## config.mk

```make
export PLATFORM = sky130hd
export DESIGN_NAME = spi_frame_decoder
export DESIGN_NICKNAME = d
export VERILOG_FILES = /design/src/rtl/spi_frame_decoder.sv
export SDC_FILE = /design/constraint.sdc
export NUM_CORES = 1
export LEC_CHECK = 0
export ABC_AREA = 1
export BUFFER_PORTS_ARGS = -buffer_cell sky130_fd_sc_hd__buf_2
export CAP_MARGIN = 40
export CORE_MARGIN = 2
export CORE_UTILIZATION = 47
export DETAILED_ROUTE_END_ITERATION = 10
export PLACE_DENSITY = 0.76
export SKIP_CTS_REPAIR_TIMING = 1
export SLEW_MARGIN = 20
export SYNTH_ARGS = -nofsm -noshare
export SYNTH_HDL_FRONTEND = slang
export SYNTH_SLANG_ARGS = --single-unit
```

## constraint.sdc

```tcl
create_clock -name clock -period 1.73 [get_ports clock]
set_input_delay 0.2595 -clock clock [delete_from_list [all_inputs] [get_ports clock]]
set_output_delay 0.2595 -clock clock [all_outputs]
set_load 0.005 [all_outputs]
```

## src/rtl/spi_frame_decoder.sv

```systemverilog
// SPI frame decoder: synchronizes raw sclk/ss_n, counts sclk edges per frame and
// hands well-formed 32-bit command words to a valid/ready consumer.
module spi_frame_decoder #(
  parameter int FRAME_BITS = 32,
  parameter int ERR_W      = 8
) (
  input  logic             clock,
  input  logic             reset,
  input  logic             sclk,
  input  logic             ss_n,
  input  logic [31:0]      spi_data,
  output logic             cmd_valid,
  input  logic             cmd_ready,
  output logic             cmd_write,
  output logic [6:0]       cmd_addr,
  output logic [23:0]      cmd_data,
  output logic             overrun,
  input  logic             clear_flags,
  output logic [ERR_W-1:0] err_count
);

  typedef enum logic [1:0] {
    ST_IDLE  = 2'd0,
    ST_SHIFT = 2'd1,
    ST_END   = 2'd2
  } state_t;

  localparam logic [5:0]       CNT_MAX   = 6'd63;
  localparam logic [5:0]       FRAME_CNT = 6'(FRAME_BITS);
  localparam logic [ERR_W-1:0] ERR_MAX   = {ERR_W{1'b1}};
  localparam logic [ERR_W-1:0] ERR_ZERO  = {ERR_W{1'b0}};
  localparam logic [ERR_W-1:0] ERR_ONE   = ERR_W'(1);

  logic [2:0]       sclk_sync_r;
  logic [2:0]       ss_sync_r;
  logic [2:0]       fill_r;
  logic             armed_r;
  state_t           state_r;
  logic [5:0]       bit_cnt_r;
  logic             cmd_valid_r;
  logic             cmd_write_r;
  logic [6:0]       cmd_addr_r;
  logic [23:0]      cmd_data_r;
  logic             overrun_r;
  logic [ERR_W-1:0] err_count_r;

  logic sclk_rise_s;
  logic ss_fall_s;
  logic ss_rise_s;
  logic frame_end_s;
  logic frame_good_s;
  logic load_s;
  logic drop_s;
  logic err_inc_s;

  // Input synchronizers; fill_r marks which stages hold real post-reset samples so
  // the reset preload of ss_n cannot fake a falling edge.
  always_ff @(posedge clock or posedge reset) begin
    if (reset) begin
      sclk_sync_r <= 3'b000;
      ss_sync_r   <= 3'b111;
      fill_r      <= 3'b000;
      armed_r     <= 1'b0;
    end else begin
      sclk_sync_r <= {sclk_sync_r[1:0], sclk};
      ss_sync_r   <= {ss_sync_r[1:0], ss_n};
      fill_r      <= {fill_r[1:0], 1'b1};
      if (fill_r[2] && ss_sync_r[2]) begin
        armed_r <= 1'b1;
      end else begin
        armed_r <= armed_r;
      end
    end
  end

  // Edge detection and end-of-frame classification.
  always_comb begin
    sclk_rise_s  = (sclk_sync_r[2:1] == 2'b01);
    ss_fall_s    = armed_r && (ss_sync_r[2:1] == 2'b10);
    ss_rise_s    = (ss_sync_r[2:1] == 2'b01);
    frame_end_s  = (state_r == ST_END);
    frame_good_s = frame_end_s && (bit_cnt_r == FRAME_CNT);
    load_s       = frame_good_s && (!cmd_valid_r || cmd_ready);
    drop_s       = frame_good_s && cmd_valid_r && !cmd_ready;
    err_inc_s    = frame_end_s && (bit_cnt_r != FRAME_CNT) && (err_count_r != ERR_MAX);
  end

  // Frame FSM, bit counter, command registers and status flags.
  always_ff @(posedge clock or posedge reset) begin
    if (reset) begin
      state_r     <= ST_IDLE;
      bit_cnt_r   <= 6'd0;
      cmd_valid_r <= 1'b0;
      cmd_write_r <= 1'b0;
      cmd_addr_r  <= 7'd0;
      cmd_data_r  <= 24'd0;
      overrun_r   <= 1'b0;
      err_count_r <= ERR_ZERO;
    end else begin
      case (state_r)
        ST_IDLE: begin
          if (ss_fall_s) begin
            state_r   <= ST_SHIFT;
            bit_cnt_r <= 6'd0;
          end else begin
            state_r   <= ST_IDLE;
          end
        end
        ST_SHIFT: begin
          // A frame-closing ss_n edge takes priority over a coincident sclk edge.
          if (ss_rise_s) begin
            state_r <= ST_END;
          end else if (sclk_rise_s && (bit_cnt_r != CNT_MAX)) begin
            bit_cnt_r <= bit_cnt_r + 6'd1;
          end else begin
            bit_cnt_r <= bit_cnt_r;
          end
        end
        ST_END: begin
          state_r <= ST_IDLE;
        end
        default: begin
          state_r <= ST_IDLE;
        end
      endcase

      if (load_s) begin
        cmd_valid_r <= 1'b1;
        cmd_write_r <= spi_data[31];
        cmd_addr_r  <= spi_data[30:24];
        cmd_data_r  <= spi_data[23:0];
      end else if (cmd_valid_r && cmd_ready) begin
        cmd_valid_r <= 1'b0;
      end else begin
        cmd_valid_r <= cmd_valid_r;
      end

      if (clear_flags) begin
        overrun_r   <= 1'b0;
        err_count_r <= ERR_ZERO;
      end else begin
        if (drop_s) begin
          overrun_r <= 1'b1;
        end else begin
          overrun_r <= overrun_r;
        end
        if (err_inc_s) begin
          err_count_r <= err_count_r + ERR_ONE;
        end else begin
          err_count_r <= err_count_r;
        end
      end
    end
  end

  assign cmd_valid = cmd_valid_r;
  assign cmd_write = cmd_write_r;
  assign cmd_addr  = cmd_addr_r;
  assign cmd_data  = cmd_data_r;
  assign overrun   = overrun_r;
  assign err_count = err_count_r;

endmodule

```

==> results of run 1 <==
==> power by group <==
part           switching (mW)  internal [mW]  total, mW  leakage [nW]
Clock                   0.470          0.513      0.983        0.0812
Combinational           0.192          0.111      0.303          1.04
Sequential             0.0489           1.45       1.50         0.804
==> flip-flops by register name, indices dropped and copies added (netlist names) <==
register     flops
cmd_data        24
err_count        8
cmd_addr         7
bit_cnt_r        6
fill_r           3
sclk_sync_r      3
ss_sync_r        3
state_r          2
armed_r          1
cmd_valid        1
cmd_write        1
overrun          1
==> worst max-delay path, delay by kind of cell, from the launching register on <==
| family | cells | cell delay [ns] |
|---|---|---|
| and+or+nand+nor | 7 | 0.60 |
| DFF | 1 | 0.43 |
| adders and majority gates | 1 | 0.20 |
| buffers and inverters | 1 | 0.17 |
==> synthesized netlist by cell type <==
master | number | area (um^2)
a21o_1 | 1 | 7.51
a21oi_1 | 4 | 20.0
buf_4 | 1 | 7.51
buf_6 | 6 | 67.6
clkbuf_1 | 1 | 3.75
clkbuf_2 | 1 | 5.00
conb_1 | 1 | 3.75
dfrtp_1 | 57 | 1430
dfstp_2 | 3 | 78.8
ha_1 | 3 | 37.5
inv_1 | 50 | 188
inv_2 | 4 | 15.0
nand2_1 | 76 | 285
nand2_2 | 19 | 119
nand3_1 | 14 | 70.1
nand3_2 | 2 | 20.0
nand4_1 | 2 | 12.5
nor2_1 | 26 | 97.6
nor2_2 | 2 | 12.5
nor3b_1 | 1 | 7.51
o21ai_0 | 2 | 10.0
o21ai_1 | 9 | 45.0
o21ai_2 | 23 | 201
o21bai_1 | 1 | 7.51
o22ai_1 | 1 | 6.26
or2_2 | 1 | 6.26
xnor2_1 | 1 | 8.76
xor2_1 | 1 | 8.76
==> cell families (layout without fill, tap and decap cells) <==
logic type,after synthesis,after routing,synth area share (%)
simple gates,143,143,22.7
buf+inv,63,154,10.3
fa+ha+maj,3,3,1.35
compound gates,41,41,10.7
xor+xnor,2,2,0.630
flops,60,60,54.2
other cells,1,1,0.135
==> final cells by class <==
class	count	area, um^2	share of cell area, %
multi-input combinational	190	995	29.0
clock inverter	3	15.0	0.438
sequential	60	1510	43.9
inverter	54	206	6.02
clock buffer	13	139	4.05
timing repair buffer	84	473	13.8
tap	75	93.8	2.74
==> worst max path at each step <==
stage | endpoint | cells after the start | startpoint | slack (ns)
2_1_floorplan | cmd_data[21] | 9 | bit_cnt_r[0] | 0.37
3_3_place_gp | err_count[7] | 8 | err_count[0] | 0.30
3_5_place_dp | err_count[1] | 9 | err_count[0] | 0.26
4_1_cts | err_count[1] | 9 | err_count[0] | 0.25
5_1_grt | err_count[2] | 8 | err_count[0] | 0.03
6_report | err_count[1] | 9 | err_count[0] | 0.23
==> metal layers <==
layer  up-vias  GRT usage [%]  wire length [um]
met5         -              0                 0
met3         7           6.11               350
li1       1124              -                 -
met4         0           7.46                77
met2        66           25.9              2170
met1       959           23.0              2330
==> Implementation_results.wiki, run 1 <==
{| class="wikitable"
! Metric !! Value
|-
| Run status || completed
|-
| Kind of end point of the critical path || register
|-
| Placement Rows || 28
|-
| Die area || 6540 um^2
|-
| Leading cell type in the layout, fill and taps excluded || buf_2
|-
| Register clock-pin slew on the reported worst setup and hold paths || 0.06 ns
|-
| Total half-perimeter wirelength after legalization and detailed placement || 3.72 mm
|-
| Count of placed standard cells in the final layout, fillers left out || 479
|-
| Min-Delay Endpoint || ss_sync_r[0]
|-
| Warning count from the yosys run || 0
|-
| Floorplan die height || 80.9 um
|-
| DRT Wirelength || 4.92 mm
|-
| Series of cell instances along the critical path || ha_1, nand2_1, nor2_1, nand2_1, nand3_1, buf_4, nand2_1, nand2_1, nor2_1
|-
| Summed negative setup slack over all endpoints || 0 ns
|-
| Detail-routed net length per standard cell || 10.3 um
|-
| Worst setup path class || register to register
|-
| Worst Skew || 0.00723 ns
|-
| Cell area after layout || 3430 um^2
|-
| Antenna diode instance count || 0
|-
| Endpoint of the worst-slack reg-to-reg timing path || err_count[1]
|-
| Global-route wire length before repair || 8.60 mm
|-
| Max Buffers Root-to-Sink || 2
|-
| Hold violation count in the final report || 0
|-
| Cell repeated most along the worst path || nand2_1
|-
| IO buf count || 79
|-
| Fin Hold WS || 0.0310 ns
|-
| Reg2reg setup slack || 0.23 ns
|-
| Netlist area before placement || 2780 um^2
|-
| Via total after detailed routing || 2156
|-
| Path depth of the worst reg2reg path || 9
|-
| Mean number of vias per cell || 4.50
|-
| Cell area after placement || 3260 um^2
|-
| Drt initial violations || 72
|-
| Critical-path maximum fanout || 8
|-
| Number of max-cap violations || 0
|-
| Achievable Freq || 0.667 GHz
|-
| Avg Synthesized Cell Area || 8.88 um^2
|-
| Final critical-path setup slack || 0.231 ns
|-
| Number of placed instances, taps included || 462
|-
| Total of endpoints with negative setup slack in the final report || 0
|-
| DRC violation count after routing || 0
|-
| Synthesized net count || 354
|-
| Layout Nets || 440
|-
| Gate count of the mapped netlist || 313
|-
| Global placement routability congestion || 0.836
|-
| Root Driver || clkbuf_8
|-
| Placeable core area || 5820 um^2
|-
| Router iterations before antenna repair || 4
|-
| Worst reg2reg startpoint || err_count[0]
|-
| Class of the tightest hold or removal check || primary input to register
|-
| Pins over their slew limit || 0
|-
| Hold path startpoint || ss_n
|-
| CTS HTree Levels || 3
|-
| Total overflow reported by the global router || 0
|-
| Longest individual stage delay on the worst path || 0.43 ns
|-
| CP Data Arrival Time || 1.71 ns
|-
| Pin count of the biggest net entering global routing || 40
|-
| Area delta synth->final || 23.3%
|-
| CTS tree || yes
|-
| Max IR drop VDD || 0.487 mV
|-
| Slowest cell on the critical path || dfrtp_1
|-
| LEAKAGE || 1.93 nW
|-
| Clock tree sinks || 60
|-
| I/O pin total || 80
|-
| Number of nets with antenna violations after detailed routing || 0
|-
| Power after layout || 2.79 mW
|-
| Number of instances on the worst hold path || 1
|-
| Die width || 80.9 um
|-
| Pre-CTS setup slack || 0.259 ns
|-
| Cell Pwr Density || 814 nW/um^2
|-
| Inserted Clock Buffers || 9
|-
| Fraction of layout cells with a size suffix above 1 || 37.1%
|-
| Tmin final || 1.50 ns
|-
| Count of filler cells inserted in the layout || 543
|-
| Ratio of final minimum period to clock period || 86.7%
|-
| Initial Util || 47.8%
|-
| Setup crit start kind || register
|-
| Register bit total from synthesis || 60
|-
| Share of the core filled with cells in the final layout || 58.9%
|-
| Most frequent cells in the layout || buf_2 (79), nand2_1 (76), dfrtp_1 (57), inv_1 (49), nor2_1 (26)
|-
| Distinct cell type count after synthesis || 28
|-
| Setup repair after global routing missed its margin || false
|-
| Data required, critical path || 1.95 ns
|-
| Overall Global Routing Usage || 17.3%
|-
| Vias in the first global route || 2041
|-
| Fraction of the yosys area taken by sequential cells || 54.2%
|-
| Antenna violations before repair || 0
|-
| Clock latency on the worst-skew pair || 0.32 ns
|}
Note: power is estimated with default switching activity, not from simulation.
==> inputs of run 2 (changes only) <==
==> constraint.sdc (replaced) <==
create_clock -name clock -period 1.73 [get_ports clock]
set_input_delay 0.519 -clock clock [delete_from_list [all_inputs] [get_ports clock]]
set_output_delay 0.519 -clock clock [all_outputs]
set_load 0.005 [all_outputs]
==> Implementation_results.wiki, run 2 (synthesis results as in run 1) <==
{| class="wikitable"
! Metric !! Value
|-
| Run status || completed
|-
| Crit path buf inv count || 1
|-
| Number of max-cap violations || 0
|-
| I/O pin total || 80
|-
| Share of the core filled with cells in the final layout || 60.5%
|-
| Summed negative setup slack over all endpoints || 0 ns
|-
| Ratio of final minimum period to clock period || 90.1%
|-
| Antenna violations before repair || 0
|-
| Kind of end point of the critical path || register
|-
| Slowest cell on the critical path || dfrtp_1
|-
| Worst setup path class || register to register
|-
| Area delta synth->final || 26.6%
|-
| Global-route wire length before repair || 8.71 mm
|-
| Data required, critical path || 1.94 ns
|-
| Antenna diode instance count || 0
|-
| DRC violation count after routing || 0
|-
| Pins over their slew limit || 0
|-
| Setup repair after global routing missed its margin || false
|-
| Leading cell type in the layout, fill and taps excluded || buf_2
|-
| Power after layout || 3.31 mW
|-
| Die width || 80.9 um
|-
| Final critical-path setup slack || 0.171 ns
|-
| Most frequent cells in the layout || buf_2 (79), nand2_1 (76), dfrtp_1 (57), inv_1 (49), nor2_1 (26)
|-
| Overall Global Routing Usage || 17.8%
|-
| Layout Nets || 441
|-
| CTS tree || yes
|-
| Max IR drop VDD || 0.497 mV
|-
| CTS HTree Levels || 3
|-
| Vias in the first global route || 2043
|-
| Max Buffers Root-to-Sink || 2
|-
| Fin Hold WS || 0.187 ns
|-
| Count of filler cells inserted in the layout || 504
|-
| Class of the tightest hold or removal check || primary input to async pin
|-
| Worst Skew || 0.00513 ns
|-
| Die area || 6540 um^2
|-
| Inserted Clock Buffers || 9
|-
| Placeable core area || 5820 um^2
|-
| DRT Wirelength || 5.29 mm
|-
| Drt initial violations || 92
|-
| Category of cells accounting for the largest share of critical-path delay || simple AND/OR/NAND/NOR gates
|-
| Total overflow reported by the global router || 0
|-
| Router iterations before antenna repair || 4
|-
| Initial Util || 47.8%
|-
| CP Data Arrival Time || 1.77 ns
|-
| Critical-path maximum fanout || 7
|-
| Mean number of vias per cell || 4.56
|-
| Clock tree sinks || 60
|-
| Detail-routed net length per standard cell || 11.0 um
|-
| Combined flip-flop and latch cell area || 1510 um^2
|-
| Tmin final || 1.56 ns
|-
| Total of endpoints with negative setup slack in the final report || 0
|-
| IO buf count || 79
|-
| Via total after detailed routing || 2190
|-
| Pre-CTS setup slack || 0.187 ns
|-
| Global placement routability congestion || 0.864
|-
| Setup crit start kind || register
|-
| Total half-perimeter wirelength after legalization and detailed placement || 3.86 mm
|-
| Achievable Freq || 0.641 GHz
|-
| Multi-input gate area || 995 um^2
|-
| Clock latency on the worst-skew pair || 0.33 ns
|-
| Register clock-pin slew on the reported worst setup and hold paths || 0.07 ns
|-
| Floorplan die height || 80.9 um
|-
| Placement Rows || 28
|-
| Number of nets with antenna violations after detailed routing || 0
|-
| LEAKAGE || 1.97 nW
|-
| Root Driver || clkbuf_8
|-
| Longest individual stage delay on the worst path || 0.44 ns
|-
| Cell Pwr Density || 941 nW/um^2
|-
| Hold violation count in the final report || 0
|-
| Pin count of the biggest net entering global routing || 44
|-
| Fraction of layout cells with a size suffix above 1 || 38.5%
|-
| Series of cell instances along the critical path || ha_1, nand2_1, nor2_1, nand2_1, nand3_1, buf_4, nand3_1, o21ai_0
|-
| Largest register FFs || 24
|}
## run 2: final timing paths
kind / from / to / slack (ns) / cells after the start
min: reset / cmd_data[10] / 0.19 / 2
max reg2reg: err_count[0] / err_count[4] / 0.17 / 8
max in group asynchronous: reset / cmd_data[1] / 1.00 / 3
min reg2reg: sclk_sync_r[0] / sclk_sync_r[1] / 0.35 / 0
min in group clock: ss_n / ss_sync_r[0] / 0.28 / 1
max: err_count[0] / err_count[4] / 0.17 / 8
## run 2: worst reg2reg max path, stage by stage, from the launching register on
cell and delay, ns:
dfrtp_1 0.44, ha_1 0.24, nand2_1 0.10, nor2_1 0.07, nand2_1 0.07, nand3_1 0.16
buf_4 0.22, nand3_1 0.07, o21ai_0 0.08
## run 2: routing by layer
layer	routed length, um	share of wire [%]	global-route usage [%]	vias to the layer above
met4	70	1.3	8.64	0
met2	2340	44	26.4	77
met1	2500	47	23.2	978
li1	-	-	-	1127
met5	0	0	0	-
met3	388	7.3	6.22	8
## run 2: cell type report
cell class / count / share of cell area, %
Sequential cell: 60 / 42.8
Clock buffer: 9 / 3.52
Tap cell: 75 / 2.67
Inverter: 54 / 5.87
Multi-Input combinational cell: 190 / 28.3
Timing Repair Buffer: 85 / 13.6
Clock inverter: 7 / 3.27
## run 2: stage by stage
step,instance area (um^2),instances
after global placement,3280,464
after CTS,3520,480
final,3520,480
after global routing,3520,480
after floorplan,2780,313
after detailed placement,3280,464
## run 2: power by group
part           switching, mW  internal, mW
Combinational          0.197         0.111
Clock                  0.552         0.951
Sequential            0.0481          1.45
Total                  0.797          2.51
